[config.mk]
export PLATFORM = sky130hd
export DESIGN_NAME = ps2_scancode_decoder_axis
export DESIGN_NICKNAME = d
export VERILOG_FILES = /design/src/rtl/ps2_pkg.sv /design/src/rtl/axis_sync_fifo.sv /design/src/rtl/ps2_scancode_decoder_axis.sv
export SDC_FILE = /design/constraint.sdc
export NUM_CORES = 1
export LEC_CHECK = 0
export CAP_MARGIN = 20
export CORE_ASPECT_RATIO = 1.2
export CORE_MARGIN = 10
export CORE_UTILIZATION = 40
export CTS_CLUSTER_SIZE = 16
export DETAILED_ROUTE_END_ITERATION = 10
export SLEW_MARGIN = 20
export SYNTH_ARGS = -nofsm -noshare
export SYNTH_HDL_FRONTEND = slang
export SYNTH_SLANG_ARGS = --single-unit
[constraint.sdc]
create_clock -name axis_aclk_i -period 2.8 [get_ports axis_aclk_i]
set_input_delay 0.28 -clock axis_aclk_i [delete_from_list [all_inputs] [get_ports axis_aclk_i]]
set_output_delay 0.28 -clock axis_aclk_i [all_outputs]
set_load 0.05 [all_outputs]
[src/rtl/ps2_pkg.sv]
// Shared constants, state encoding and the set-2 to ASCII translation
// used by the PS/2 scancode decoder.
package ps2_pkg;

  // Prefix bytes of multi-byte sequences
  localparam logic [7:0] PS2_E0 = 8'hE0;
  localparam logic [7:0] PS2_F0 = 8'hF0;
  localparam logic [7:0] PS2_E1 = 8'hE1;

  // Modifier keys
  localparam logic [7:0] PS2_SHIFT_L = 8'h12;
  localparam logic [7:0] PS2_SHIFT_R = 8'h59;
  localparam logic [7:0] PS2_CTRL    = 8'h14;
  localparam logic [7:0] PS2_CAPS    = 8'h58;

  // Extended keys that still carry an ASCII value
  localparam logic [7:0] PS2_ENTER    = 8'h5A;
  localparam logic [7:0] PS2_KP_SLASH = 8'h4A;

  // Keyboard status / error bytes that never represent a key
  localparam logic [7:0] PS2_BAT    = 8'hAA;
  localparam logic [7:0] PS2_ACK    = 8'hFA;
  localparam logic [7:0] PS2_RESEND = 8'hFE;
  localparam logic [7:0] PS2_ERR_LO = 8'h00;
  localparam logic [7:0] PS2_ERR_HI = 8'hFF;

  // Bytes following E1 in the Pause sequence
  localparam logic [2:0] PS2_PAUSE_LEN = 3'd7;

  typedef enum logic [2:0] {
    ST_IDLE,
    ST_E0,
    ST_F0,
    ST_E0F0,
    ST_SKIP
  } ps2_state_t;

  // Non-extended set-2 code to US ASCII; 0x00 when the key has no character.
  function automatic logic [7:0] ps2_to_ascii(input logic [7:0] code,
                                              input logic shift,
                                              input logic caps,
                                              input logic ctrl);
    logic [7:0] lc;
    logic [7:0] r;
    lc = 8'h00;
    r  = 8'h00;
    case (code)
      8'h1C: lc = "a";  8'h32: lc = "b";  8'h21: lc = "c";  8'h23: lc = "d";
      8'h24: lc = "e";  8'h2B: lc = "f";  8'h34: lc = "g";  8'h33: lc = "h";
      8'h43: lc = "i";  8'h3B: lc = "j";  8'h42: lc = "k";  8'h4B: lc = "l";
      8'h3A: lc = "m";  8'h31: lc = "n";  8'h44: lc = "o";  8'h4D: lc = "p";
      8'h15: lc = "q";  8'h2D: lc = "r";  8'h1B: lc = "s";  8'h2C: lc = "t";
      8'h3C: lc = "u";  8'h2A: lc = "v";  8'h1D: lc = "w";  8'h22: lc = "x";
      8'h35: lc = "y";  8'h1A: lc = "z";
      8'h16: r = shift ? "!" : "1";
      8'h1E: r = shift ? "@" : "2";
      8'h26: r = shift ? "#" : "3";
      8'h25: r = shift ? "$" : "4";
      8'h2E: r = shift ? "%" : "5";
      8'h36: r = shift ? "^" : "6";
      8'h3D: r = shift ? "&" : "7";
      8'h3E: r = shift ? "*" : "8";
      8'h46: r = shift ? "(" : "9";
      8'h45: r = shift ? ")" : "0";
      8'h0E: r = shift ? "~" : 8'h60;
      8'h4E: r = shift ? "_" : "-";
      8'h55: r = shift ? "+" : "=";
      8'h54: r = shift ? "{" : "[";
      8'h5B: r = shift ? "}" : "]";
      8'h5D: r = shift ? "|" : 8'h5C;
      8'h4C: r = shift ? ":" : ";";
      8'h52: r = shift ? 8'h22 : 8'h27;
      8'h41: r = shift ? "<" : ",";
      8'h49: r = shift ? ">" : ".";
      8'h4A: r = shift ? "?" : "/";
      8'h29: r = 8'h20;
      8'h5A: r = 8'h0D;
      8'h66: r = 8'h08;
      8'h76: r = 8'h1B;
      8'h0D: r = 8'h09;
      default: ;
    endcase
    if (lc != 8'h00) begin
      if (ctrl)              r = lc & 8'h1F;
      else if (shift ^ caps) r = lc & 8'hDF;
      else                   r = lc;
    end
    return r;
  endfunction

endpackage

[src/rtl/axis_sync_fifo.sv]
// First-word fall-through synchronous FIFO with a power-of-2 depth.
module axis_sync_fifo #(
  parameter int DATA_W = 20,
  parameter int DEPTH  = 4
) (
  input  logic              clk,
  input  logic              rst,
  input  logic              push,
  input  logic [DATA_W-1:0] push_data,
  output logic              full,
  output logic              valid,
  input  logic              pop,
  output logic [DATA_W-1:0] pop_data
);

  localparam int AW = $clog2(DEPTH);
  localparam logic [AW:0] FULL_CNT = (AW+1)'(DEPTH);

  logic [DATA_W-1:0] mem [DEPTH];
  logic [AW-1:0]     wr_ptr;
  logic [AW-1:0]     rd_ptr;
  logic [AW:0]       count;
  logic              do_push;
  logic              do_pop;

  assign full     = (count == FULL_CNT);
  assign valid    = (count != '0);
  assign do_push  = push && !full;
  assign do_pop   = pop && valid;
  // Head word is forced to zero while empty so the output is clean after reset
  assign pop_data = valid ? mem[rd_ptr] : '0;

  // Storage is not reset; only the pointers and count qualify it
  always_ff @(posedge clk) begin
    if (do_push) mem[wr_ptr] <= push_data;
  end

  // Pointer and occupancy bookkeeping; pointers wrap naturally
  always_ff @(posedge clk or posedge rst) begin
    if (rst) begin
      wr_ptr <= '0;
      rd_ptr <= '0;
      count  <= '0;
    end else begin
      if (do_push) wr_ptr <= wr_ptr + 1'b1;
      if (do_pop)  rd_ptr <= rd_ptr + 1'b1;
      case ({do_push, do_pop})
        2'b10:   count <= count + 1'b1;
        2'b01:   count <= count - 1'b1;
        default: ;
      endcase
    end
  end

endmodule

[src/rtl/ps2_scancode_decoder_axis.sv]
// Set-2 scancode stream to key-event stream: strips E0/F0/E1 prefixes,
// tracks Shift/Ctrl/Caps Lock and queues one event word per make/break.
module ps2_scancode_decoder_axis
  import ps2_pkg::*;
#(
  parameter int FIFO_DEPTH = 4,
  parameter int EMIT_BREAK = 1
) (
  input  logic        axis_aclk_i,
  input  logic        axis_areset_i,
  input  logic        s_axis_tvalid_i,
  output logic        s_axis_tready_o,
  input  logic [7:0]  s_axis_tdata_i,
  output logic        m_axis_tvalid_o,
  input  logic        m_axis_tready_i,
  output logic [15:0] m_axis_tdata_o,
  output logic [3:0]  m_axis_tuser_o
);

  localparam int WORD_W = 20;

  ps2_state_t        state, nxt_state;
  logic [2:0]        skip_cnt, nxt_skip;
  logic              shift_l, nxt_shift_l;
  logic              shift_r, nxt_shift_r;
  logic              ctrl, nxt_ctrl;
  logic              caps_lock, nxt_caps;
  logic              caps_held, nxt_caps_held;
  logic              key_evt, is_ext, is_brk, pause_evt, discard;
  logic [7:0]        code, ascii;
  logic              fifo_full, accept, push;
  logic [WORD_W-1:0] word, head;

  assign code   = s_axis_tdata_i;
  // Ready is held low while reset is applied even though the FIFO is empty
  assign s_axis_tready_o = !fifo_full && !axis_areset_i;
  assign accept  = s_axis_tvalid_i && s_axis_tready_o;
  assign discard = (code == PS2_BAT) || (code == PS2_ACK) || (code == PS2_RESEND) ||
                   (code == PS2_ERR_LO) || (code == PS2_ERR_HI);

  // Next state, modifier update and event word for the byte on the input
  always_comb begin
    nxt_state     = state;
    nxt_skip      = skip_cnt;
    nxt_shift_l   = shift_l;
    nxt_shift_r   = shift_r;
    nxt_ctrl      = ctrl;
    nxt_caps      = caps_lock;
    nxt_caps_held = caps_held;
    key_evt       = 1'b0;
    is_ext        = 1'b0;
    is_brk        = 1'b0;
    pause_evt     = 1'b0;
    case (state)
      ST_IDLE: begin
        if (code == PS2_F0)      nxt_state = ST_F0;
        else if (code == PS2_E0) nxt_state = ST_E0;
        else if (code == PS2_E1) begin
          nxt_state = ST_SKIP;
          nxt_skip  = PS2_PAUSE_LEN;
        end else if (!discard)   key_evt = 1'b1;
      end
      ST_E0: begin
        if (code == PS2_F0)      nxt_state = ST_E0F0;
        else if (code != PS2_E0) begin
          key_evt   = 1'b1;
          is_ext    = 1'b1;
          nxt_state = ST_IDLE;
        end
      end
      ST_F0: begin
        key_evt   = 1'b1;
        is_brk    = 1'b1;
        nxt_state = ST_IDLE;
      end
      ST_E0F0: begin
        key_evt   = 1'b1;
        is_ext    = 1'b1;
        is_brk    = 1'b1;
        nxt_state = ST_IDLE;
      end
      ST_SKIP: begin
        nxt_skip = skip_cnt - 3'd1;
        if (skip_cnt == 3'd1) begin
          pause_evt = 1'b1;
          nxt_state = ST_IDLE;
        end
      end
      default: nxt_state = ST_IDLE;
    endcase

    // Extended 12/59 are Print Screen fake shifts and leave Shift alone
    if (key_evt) begin
      if (!is_ext && code == PS2_SHIFT_L) nxt_shift_l = !is_brk;
      if (!is_ext && code == PS2_SHIFT_R) nxt_shift_r = !is_brk;
      if (code == PS2_CTRL)               nxt_ctrl    = !is_brk;
      if (!is_ext && code == PS2_CAPS) begin
        if (is_brk) nxt_caps_held = 1'b0;
        else begin
          if (!caps_held) nxt_caps = !caps_lock;
          nxt_caps_held = 1'b1;
        end
      end
    end

    // ASCII uses the modifier state from before this byte
    if (is_ext) begin
      if (code == PS2_ENTER)         ascii = 8'h0D;
      else if (code == PS2_KP_SLASH) ascii = 8'h2F;
      else                           ascii = 8'h00;
    end else begin
      ascii = ps2_to_ascii(code, shift_l | shift_r, caps_lock, ctrl);
    end

    if (pause_evt) word = {PS2_E1, 8'h00, 4'b0000};
    else           word = {code, ascii, nxt_caps, nxt_shift_l | nxt_shift_r, is_ext, is_brk};

    push = accept && (pause_evt || (key_evt && (!is_brk || (EMIT_BREAK != 0))));
  end

  // Decoder FSM and modifier registers advance once per accepted byte
  always_ff @(posedge axis_aclk_i or posedge axis_areset_i) begin
    if (axis_areset_i) begin
      state     <= ST_IDLE;
      skip_cnt  <= '0;
      shift_l   <= 1'b0;
      shift_r   <= 1'b0;
      ctrl      <= 1'b0;
      caps_lock <= 1'b0;
      caps_held <= 1'b0;
    end else if (accept) begin
      state     <= nxt_state;
      skip_cnt  <= nxt_skip;
      shift_l   <= nxt_shift_l;
      shift_r   <= nxt_shift_r;
      ctrl      <= nxt_ctrl;
      caps_lock <= nxt_caps;
      caps_held <= nxt_caps_held;
    end
  end

  axis_sync_fifo #(
    .DATA_W (WORD_W),
    .DEPTH  (FIFO_DEPTH)
  ) u_fifo (
    .clk       (axis_aclk_i),
    .rst       (axis_areset_i),
    .push      (push),
    .push_data (word),
    .full      (fifo_full),
    .valid     (m_axis_tvalid_o),
    .pop       (m_axis_tready_i),
    .pop_data  (head)
  );

  assign m_axis_tdata_o = head[19:4];
  assign m_axis_tuser_o = head[3:0];

endmodule
# Yosys cells after proc, flatten, opt, wreduce, memory -nomap -nowiden
# Memories as Yosys holds them, arrays and structs flattened.
# Cells that the tools add are included.
[word_totals]
reg_bits = 18
latchBits = 0
ram_bits = 80
mem_bits_ro = 0
inputBits = 12
out_inout_bits = 22
wordCells = 192
mem_count = 1
[memory_table]
columns = ["name", "words", "width", "read_ports", "rd_ports_with_merged_regs", "wr", "line_no", "source"]
rows = [
  ["u_fifo.mem", 4, 20, 1, 0, 1, "axis_sync_fifo.sv:19", "logic [DATA_W-1:0] mem [DEPTH];"],
]
[classes]
addsub = 5
multipliers = 0
n_div = 0
order_cmp = 0
n_eq_ne = 78
n_shift = 0
n_mux = 66
bitwise_logic = 3
reduce_logical = 29
[ops]
columns = ["op", "n"]
rows = [
  ["case mux 7 bit (26 select lines)", 2],
  ["== test 8 x 6 -> 1 bit (second input constant)", 23],
  ["== test 8 x 7 -> 1 bit (second input constant)", 22],
  ["== test 8 x 5 -> 1 bit (second input constant)", 9],
  ["two-way mux 5 bit", 13],
  ["== test 8 bit (second input constant)", 7],
  ["two-way mux 20 bit", 2],
  ["two-way mux 6 bit", 6],
  ["two-way mux 8 bit", 4],
  ["two-way mux 3 bit", 10],
  ["two-way mux 1 bit", 21],
  ["two-way mux 7 bit", 3],
  ["== test 8 x 4 -> 1 bit (second input constant)", 2],
  ["case mux 3 bit (2 select lines)", 2],
  ["case mux 3 bit (3 select lines)", 1],
  ["logical AND 1 bit", 8],
  ["logical NOT 8 bit", 1],
  ["inequality test 2 bit (second input constant)", 4],
  ["inequality test 8 bit (second input constant)", 1],
  ["nonzero test 8 bit", 1],
  ["== test 3 x 1 -> 1 bit (second input constant)", 2],
  ["== test 3 x 2 -> 1 bit (second input constant)", 2],
  ["== test 3 bit (second input constant)", 2],
  ["AND reduction 3 bit", 2],
  ["19 further kinds", 31],
]

# Depth between registers and ports, before layout
[logic_depth]
ltp_word = 15
ltp_mapped = 14
depth_no_buf = 12

# Hierarchy
# A second synthesis with hierarchy kept.
[hier_totals]
cells_unflattened = 501
area_unflattened_um2 = 5776.8
[by_module_without_submodules]
columns = ["mod", "n_inst", "cells_per_inst", "area_each_um2", "seq_area_each_um2"]
rows = [
  ["axis_sync_fifo", 1, 164, 3443.3, 2577.5],
  ["ps2_scancode_decoder_axis", 1, 337, 2333.5, 275.3],
]

# Worst setup path after synthesis
# No wires, ideal clock.
[synth_path]
path_type = "input -> register"
startpoint = "input s_axis_tdata_i[2]"
endpoint = "register u_fifo.count[2]"
setup_time_ns = 0.079
arrival_time_ns = 2.854
t_required_ns = 2.721
slack_ns = -0.133
cell_stages = 13
n_path_buf = 1
path_cell_list = "buf_4 or4b_2 nor3_1 or4_4 a211o_4 a21oi_4 inv_1 ha_1 inv_1 fa_1 xor2_1 nor2_1 xor2_1"
[synth_via]
elab_chain_len = 15
elab_cells_between_ends = 27
cone_classes = "10 x eq/ne; 8 x mux; 9 x reduce/logical"
[synth_lines]
columns = ["element", "line_no", "source"]
rows = [
  ["from (decl)", "ps2_scancode_decoder_axis.sv:13", "input logic [7:0] s_axis_tdata_i,"],
  ["== test 8 bit", "ps2_scancode_decoder_axis.sv:38", "assign discard = (code == PS2_BAT) || (code == PS2_ACK) || (code == PS2_RESEND) ||"],
  ["logical OR 1 bit (3 in series)", "ps2_scancode_decoder_axis.sv:38", ""],
  ["logical OR 1 bit", "ps2_scancode_decoder_axis.sv:39", "(code == PS2_ERR_LO) || (code == PS2_ERR_HI);"],
  ["two-way mux 1 bit", "ps2_scancode_decoder_axis.sv:61", "end else if (!discard) key_evt = 1'b1;"],
  ["two-way mux 1 bit", "ps2_scancode_decoder_axis.sv:58", "else if (code == PS2_E1) begin"],
  ["two-way mux 1 bit", "ps2_scancode_decoder_axis.sv:57", "else if (code == PS2_E0) nxt_state = ST_E0;"],
  ["two-way mux 1 bit", "ps2_scancode_decoder_axis.sv:56", "if (code == PS2_F0) nxt_state = ST_F0;"],
  ["case mux 1 bit (3 select lines) *", "ps2_scancode_decoder_axis.sv:54", "case (state)"],
  ["logical OR 1 bit *", "ps2_scancode_decoder_axis.sv:118", "push = accept && (pause_evt || (key_evt && (!is_brk || (EMIT_BREAK != 0))));"],
  ["logical AND 1 bit *", "ps2_scancode_decoder_axis.sv:118", ""],
  ["logical AND 1 bit *", "axis_sync_fifo.sv:28", "assign do_push = push && !full;"],
  ["== test 2 x 1 -> 1 bit / == test 2 bit (equally long branches)", "axis_sync_fifo.sv:47", "case ({do_push, do_pop})"],
  ["case mux 3 bit (2 select lines) / nonzero test 2 bit (equally long branches)", "--", ""],
  ["to (signal assigned)", "axis_sync_fifo.sv:48", "2'b10: count <= count + 1'b1;"],
  ["to (signal assigned)", "axis_sync_fifo.sv:49", "2'b01: count <= count - 1'b1;"],
  ["to (decl)", "axis_sync_fifo.sv:22", "logic [AW:0] count;"],
]
# Mark *: on every way between the ends. The rest lies on a longest branch, timed or not.
# A chain may end at the register's enable or synchronous reset.

# Final worst setup path
[layout_path]
startpoint = "input s_axis_tdata_i[4]"
endpoint = "register u_fifo.count[2]"
# Same word-level chain as after synthesis.

==> results.txt <==
The run finished with clean final reports. For the number of global-route vias before repair, the log shows 4023. Once detail routing completed, the nets flagged for antenna violations numbered 0. The number of endpoints with negative hold slack in the final report came out at 0.

The register-to-register setup slack came out at 570 ps. The max-slew violation total from the final report was 0. The count of hold buffers inserted by post-cts repair was 0; the detailed router's first-iteration violation count was 342. In this run the critical register-to-register path is launched from state[2].

The critical path contains buffers and inverters numbering 3 combined. The cell family contributing the most delay on the critical path is simple AND/OR/NAND/NOR gates. Yosys attributes the largest share of cell area to sky130_fd_sc_hd__edfxtp_1 (43%), sky130_fd_sc_hd__dfrtp_1 (8.5%), sky130_fd_sc_hd__mux4_2 (8.1%). The sequential cell area fraction in the yosys report came out at 0.518.

During synthesis, Yosys emitted a total of 0 warnings. After clock tree synthesis, the setup repair step added 0 buffers. The tool flagged a number of max-cap violations equal to 0. In the final routed layout, each cell accounts on average for 18.5 um. Leading area contributor after synthesis: sky130_fd_sc_hd__edfxtp_1.

The async set-reset flop share out of synthesis works out to 0.191. The mapped netlist covers 5270 sq um. The type of the worst setup path is input pin to register. At the worst endpoint, the required time is 3030 ps.

The clock transition at the registers of the reported paths came out at 70 ps. The run gives 2880 ps as the worst endpoint data arrival time. Worst-path cell with the longest stage delay: sky130_fd_sc_hd__or4_4.

Share of the clock period used by the worst path after layout: 0.949. Complex-gate fraction of the synthesized area: 0.118. The run gives 0 as the DRC violation count after routing.

Across all hold checks on the routed design, the worst slack comes to 420 ps. The worst path meets setup with 142 ps of slack. The share of the synthesized area in the top cell type is 0.433. The worst hold path belongs to the class input pin to asynchronous set/reset pin. The run gives 25 as the pin count of the biggest net entering global routing. The tools report the number of nets produced by synthesis as 467.

At the end of routability-driven placement, the weighted congestion stood at 0.922. The synthesized netlist contains 68 unique library cells. The number of enable-type register cells in the synthesized netlist came out at 76. CTS saw 94 sinks. Setup repair after global routing left no endpoint under its margin. Final critical-path required period: 2660 ps. In this run the critical register-to-register path is captured at u_fifo.mem[3][9]. The switching power of the nets was 2.07 mW; the switching power as a share of total power was 0.379. The H-tree generated during clock tree synthesis spans 3 levels. The tools report the endpoint type of the worst setup path as a register. The internal power of the cells totals 3.39 mW. The clock latency on the worst-skew pair is 340 ps, and the overflow left after global routing is 0. In this run the deepest clock path goes through 2 buffers. The area growth from synthesis to layout is 25.4%.

For the pin with the worst max-slew slack, the measured transition is 753 ps. For the number of gates resized after CTS, the log shows 3. The logs give 701 uV for the peak ir drop on the vdd network and 0.413 for the starting density of the core. Relative contribution of combinational cells to total power: 0.446. The first-pass GRT wire length was 21.4 mm; the core footprint was 12800 sq um. The number of nets in the layout was 557. Relative slew slack: 0.497.

TritonCTS built the clock tree. Traced cell by cell, the critical path runs through clkdlybuf4s50_1 > or2b_1 > nor4_2 > or4_4 > a211o_4 > a21oi_4 > inv_1 > ha_2 > inv_1 > fa_1 > xor2_1 > nor2_1 > xor2_1. Power spread over the standard cell area amounts to 826 nW/um^2. The cell sitting at the root of the clock tree is a sky130_fd_sc_hd__clkbuf_16.

Critical path launch point type: an input pin. The gate count of the mapped netlist is 447, and the boundary pin count is 34. The total track usage is 0.143. During placement, the flow inserted port buffers numbering 32. The area of the die is 18200 sq um. Counting cells, the worst reg-to-reg path comes to 7.

The routed layout has 3886 vias. The CTS buffer count was 9; the per-cell via count in the routed design was 5.50. After synthesis the netlist holds a flip-flop and latch count of 94. The floorplan has 45 rows. The proportion of synthesized area in mux cells was 0.0932. The run gives 0.376 GHz as the highest clock frequency the design can meet. After detailed routing, the total wire length is 13.0 mm. The post-synthesis share of cell area spent on and, or, nand and nor gates came out at 0.189.

The tools report the final antenna diode count as 0. The horizontal extent of the die was 125 um. The leakage power of the design is 2.46 nW, and the longest individual stage delay on the worst path is 550 ps.

A synthesized cell averages 11.8 sq um. Clock skew on the completed layout was measured at 9.51 ps. Along the worst path, the maximum fanout reaches 3. The height of the die is 146 um, and the fraction of final layout cells with drive strength greater than 1 is 0.299. The adder-cell area share of the yosys netlist is 0.0204. The most instantiated flip-flop cell in the synthesis netlist was sky130_fd_sc_hd__edfxtp_1. Fraction of synthesized cell area in xor and xnor cells: 0.0199.

The run gives 0 as the initial antenna violation count. For the sequential share of power, the log shows 0.332. The post-placement worst setup slack was -476 ps.

By area, the combinational part of the netlist is dominated by simple AND/OR/NAND/NOR gates. For the clock network fraction of design power, the log shows 0.222. Half-perimeter wire length of the detailed placement result: 9.69 mm. Before antenna repair, the detailed router went through 5 iterations. Setup violations remaining at the end of the flow were counted as 0.
## area by class of cell
class | instances | area (sq um)
clock buffers | 9 | 225
clock inverters | 7 | 81.3
fillers | 1129 | 6170
inverters | 15 | 56.3
multi-input cells | 302 | 2360
flip-flops and latches | 94 | 2730
well taps | 164 | 205
repair buffers | 115 | 952
## registers in the layout, indices dropped and copies added, names as in the netlist
signal         count
caps_lock          1
shift_r            1
u_fifo.mem        76
ctrl               1
state              3
u_fifo.wr_ptr      2
caps_held          1
shift_l            1
skip_cnt           3
u_fifo.rd_ptr      2
u_fifo.count       3
## layer usage
layer	track usage	wire (um)	vias up
met4	0.0542	266	0
met5	0	0	-
met2	0.246	6590	71
met1	0.173	5830	1907
met3	0.0255	359	21
li1	-	-	1887
## cell usage after synthesis, types with 5 or more instances
master,count
sky130_fd_sc_hd__nor2_1,23
sky130_fd_sc_hd__xnor2_1,6
sky130_fd_sc_hd__nor2b_1,7
sky130_fd_sc_hd__inv_1,15
sky130_fd_sc_hd__nand2_1,30
sky130_fd_sc_hd__nand2b_1,8
sky130_fd_sc_hd__edfxtp_1,76
sky130_fd_sc_hd__buf_1,5
sky130_fd_sc_hd__nor3_1,8
sky130_fd_sc_hd__a21oi_1,19
sky130_fd_sc_hd__o21ai_0,22
sky130_fd_sc_hd__clkbuf_1,23
sky130_fd_sc_hd__xor2_1,6
sky130_fd_sc_hd__ha_1,7
sky130_fd_sc_hd__and2_1,31
sky130_fd_sc_hd__or4b_2,5
sky130_fd_sc_hd__nor4_1,8
sky130_fd_sc_hd__nand3_1,9
sky130_fd_sc_hd__a31oi_1,6
sky130_fd_sc_hd__mux4_2,19
sky130_fd_sc_hd__a211oi_1,8
sky130_fd_sc_hd__o22ai_1,5
sky130_fd_sc_hd__dfrtp_1,18
## placed cells by master, fill, tap and decap left out, types with 4 or more instances in the layout
master                            instances
sky130_fd_sc_hd__nor4_1                   7
sky130_fd_sc_hd__mux4_2                  19
sky130_fd_sc_hd__or4b_2                   4
sky130_fd_sc_hd__a21oi_1                 19
sky130_fd_sc_hd__dfrtp_1                 18
sky130_fd_sc_hd__clkdlybuf4s50_1          9
sky130_fd_sc_hd__a41oi_1                  4
sky130_fd_sc_hd__inv_1                   15
sky130_fd_sc_hd__clkbuf_16                9
sky130_fd_sc_hd__nor3_1                   7
sky130_fd_sc_hd__buf_4                   98
sky130_fd_sc_hd__or3_1                    4
sky130_fd_sc_hd__a211oi_1                 8
sky130_fd_sc_hd__o31ai_1                  4
sky130_fd_sc_hd__nor2b_1                  7
sky130_fd_sc_hd__xor2_1                   6
sky130_fd_sc_hd__a31oi_1                  5
sky130_fd_sc_hd__nand2_1                 30
sky130_fd_sc_hd__buf_12                   4
sky130_fd_sc_hd__ha_1                     6
sky130_fd_sc_hd__nand3_1                  9
sky130_fd_sc_hd__edfxtp_1                76
sky130_fd_sc_hd__xnor2_1                  6
sky130_fd_sc_hd__and2_1                  31
sky130_fd_sc_hd__nand2b_1                 8
sky130_fd_sc_hd__o22ai_1                  5
sky130_fd_sc_hd__o21ai_0                 22
sky130_fd_sc_hd__nor2_1                  23
## power by group through the flow
| stage | registers (mW) | logic, mW | clock network (mW) |
|---|---|---|---|
| final | 1.81 | 2.43 | 1.21 |
| after global routing | 1.83 | 2.62 | 1.30 |
| after CTS | 1.81 | 2.49 | 1.25 |
| after detailed placement | 1.84 | 2.48 | 0 |
| after global placement | 1.83 | 2.46 | 0 |
| after floorplan | 1.83 | 1.71 | 0 |
## metrics by stage
stage               power (mW)  utilization  std cells  area (sq um)  setup TNS, ps
CTS                       5.55        0.516        706          6600              0
global placement          4.29        0.492        690          6280         -15980
global route              5.75        0.517        706          6610              0
floorplan                 3.54            -        447          5290              0
detailed placement        4.33        0.492        690          6280         -20850
finish                    5.46        0.517        706          6610              0
## worst register-to-register path: cells and delay by family, from the launching register on
| family | cells | cell delay (ps) |
|---|---|---|
| and+or+nand+nor | 3 | 740 |
| DFF | 1 | 530 |
| AOI/OAI and AO/OA | 2 | 370 |
| buffers and inverters | 2 | 340 |
## cell families after synthesis
| logic type | count (synthesis) |
|---|---|
| AO/OA/AOI/OAI | 92 |
| XOR/XNOR | 12 |
| AND/OR/NAND/NOR | 164 |
| other | 1 |
| adder cells (fa/ha/maj) | 8 |
| buffers and inverters | 51 |
| multiplexers | 25 |
| flip-flops | 94 |
## how the worst max path moves through the flow
stage | startpoint | end | slack (ps) | depth (start not counted)
4_1_cts | s_axis_tdata_i[1] | u_fifo.count[2] | 20 | 13
5_1_grt | s_axis_tdata_i[5] | u_fifo.count[2] | 20 | 13
2_1_floorplan | s_axis_tdata_i[2] | u_fifo.count[2] | 60 | 14
3_5_place_dp | s_axis_tdata_i[0] | u_fifo.count[2] | -480 | 13
6_report | s_axis_tdata_i[4] | u_fifo.count[2] | 140 | 13
3_3_place_gp | s_axis_tdata_i[0] | u_fifo.count[2] | -400 | 13
(Power assumes the default switching activity.)
==> RTL edit (config.mk and constraints unchanged) <==
`FIFO_DEPTH`: 4 -> 8.
--- a/src/rtl/ps2_scancode_decoder_axis.sv
+++ b/src/rtl/ps2_scancode_decoder_axis.sv
@@ -3,7 +3,7 @@
 module ps2_scancode_decoder_axis
   import ps2_pkg::*;
 #(
-  parameter int FIFO_DEPTH = 4,
+  parameter int FIFO_DEPTH = 8,
   parameter int EMIT_BREAK = 1
 ) (
   input  logic        axis_aclk_i,
Function: changed (Yosys sat finds a counterexample within 10 cycles, from zero or initial values and one cycle with axis_areset_i high).
==> RTL edit against the unedited design <==
- non-clock buffer count is 46 higher
- design area is 65% higher
- largest cell class unchanged
- highest routed layer unchanged
- largest power group unchanged
- die area is 50% higher
- sequential cell count grew 79
- setup slack lost 0.0073 ns
- power grew 85%
- synthesized area up 60%
- via count rose by 51%
- wire length rose by 70%
- global-route usage grew 2.1 points
==> RTL edit: results (changes against the unedited design) <==
mux share of post-synthesis cell area -> 13.3% (+4.0 points)
Max FO, Critical Path -> 12 (+9)
clk root buf -> clkbuf_16
drt wl/cell -> 21.7 um (+17%)
Iter 0 DRT Violations -> 509 (+49%)
fraction of layout cells with a size suffix above 1 -> 32.2% (+2.3 points)
worst vdd ir -> 0.596 mV (-15%)
post-CTS repair timing setup buffer count -> 0 (unchanged)
pin count of the biggest net entering global routing -> 22 (-12%)
GRT Util Overall -> 16.4% (+2.1 points)
Inst Count DP -> 995 (+44%)
Netlist cell types -> 68 (unchanged)
XOR/XNOR Fraction of Synth Area -> 1.35% (-0.65 points)
biggest regs -> u_fifo.mem: 152 flops, u_fifo.count: 4 flops
first-pass GRT wire length -> 34800 um (+63%)
initial antenna violation count -> 1 (+1)
Syn Inst Count -> 609 (+36%)
routability congestion estimate -> 0.966 (+4.8%)
Pleak -> 3.91 nW (+59%)
EDFF count, synth -> 152 (+100%)
register area share after synthesis -> 60.2% (+8.4 points)
Hold Vio Cnt, Final -> 0 (unchanged)
measured slew at the worst slew-check pin -> 0.827 ns (+0.0732 ns)
Net count, final -> 763 (+37%)
total gr overflow -> 0 (unchanged)
clk buf depth -> 2 (unchanged)
setup_tns -> 0 ns (unchanged)
skew final -> 0.0188 ns (+0.00932 ns)
Pre-antenna DRT Iters -> 5 (unchanged)
Yosys Warn Count -> 0 (unchanged)
synth cell count leaders -> edfxtp_1 (152), nor2_1 (40), mux4_2 (38)
PostCTS Resize Cnt -> 0 (-3)
IO Port Bufs -> 32 (unchanged)
CP Data Arrival Time -> 2.84 ns (-0.04 ns)
Clock Latency Late Sink -> 0.43 ns (+0.09 ns)
H-tree level count -> 4 (+1)
DP Wirelength -> 15700 um (+63%)
DR vias -> 5869 (+51%)
compound-gate portion of the synthesized area -> 8.99% (-2.8 points)
Hold/Removal Path Class -> in -> async
top cells by area, synth -> edfxtp_1 (54%), mux4_2 (10%), dfrtp_1 (6.2%), mux2i_1 (2.5%), nor2_1 (1.8%)
vias in the first global route -> 6154 (+53%)
area of the multi-input gates -> 0.00324 sq mm (+37%)
status -> complete, no violations
Mapped Nets -> 628 (+34%)
FILL cells -> 1756 (+56%)
max reg flops -> 152 (+100%)
R2R depth -> 12 (+5)
Clock transition at path regs -> 0.07 ns (about the same)
CTS buffer count -> 17 (+8)
drt via density -> 5.72 (+3.9%)
Place WS -> -0.317 ns (+0.159 ns)
fraction of registers with async set/reset -> 12.1% (-7.0 points)
Synth Area in Adders -> 1.04% (-1.0 points)
dpl cell area -> 0.0103 sq mm (+64%)
==> RTL edit: layout make-up <==
type,instances,area share [%]
inverters,10,0.343
flip-flops and latches,173,46.5
clock inverters,12,1.57
diodes,1,0.0229
well taps,270,3.09
multi-input cells,381,29.6
clock buffers,18,3.92
repair buffers,161,14.9
==> RTL edit: cells by family after synthesis <==
family,after synthesis
AOI/OAI and AO/OA,114
xor gates and xnor gates,13
adders and majority gates,7
buffers and inverters,55
DFF,173
muxes,64
other,1
and+or+nand+nor,182
==> RTL edit: layer usage <==
metal | vias to the layer above | global-route usage [%] | routed length (um)
met5 | - | 0 | 0
met4 | 0 | 7.88 | 694
met3 | 40 | 2.90 | 778
met2 | 166 | 29.0 | 11500
met1 | 2971 | 19.0 | 9290
li1 | 2692 | - | -
==> RTL edit: path summary, 6_finish.rpt <==
check                             startpoint          endpoint  slack, ns
hold / removal                 axis_areset_i          state[2]       0.41
hold reg to reg                    caps_held         caps_held       0.53
setup / recovery           s_axis_tdata_i[3]  u_fifo.mem[5][6]       0.13
setup reg to reg                    state[2]   u_fifo.count[2]       0.24
max in group asynchronous      axis_areset_i  u_fifo.rd_ptr[0]       1.82
min in group axis_aclk_i           caps_held         caps_held       0.53
==> RTL edit: report_power, final <==
| part | internal [mW] | switching [mW] | total (mW) |
|---|---|---|---|
| Sequential | 3.06 | 0.275 | 3.33 |
| Combinational | 2.10 | 2.24 | 4.34 |
| Clock | 1.48 | 0.951 | 2.43 |
| Total | 6.64 | 3.47 | 10.1 |
==> RTL edit: worst max-delay path: stages <==
cell	delay, ns
clkdlybuf4s50_1	0.59
buf_4	0.24
nand2b_1	0.20
nor2_1	0.06
buf_4	0.16
buf_4	0.15
a22oi_1	0.28
o311ai_0	0.20
a211oi_1	0.29
a41oi_1	0.19
buf_4	0.19
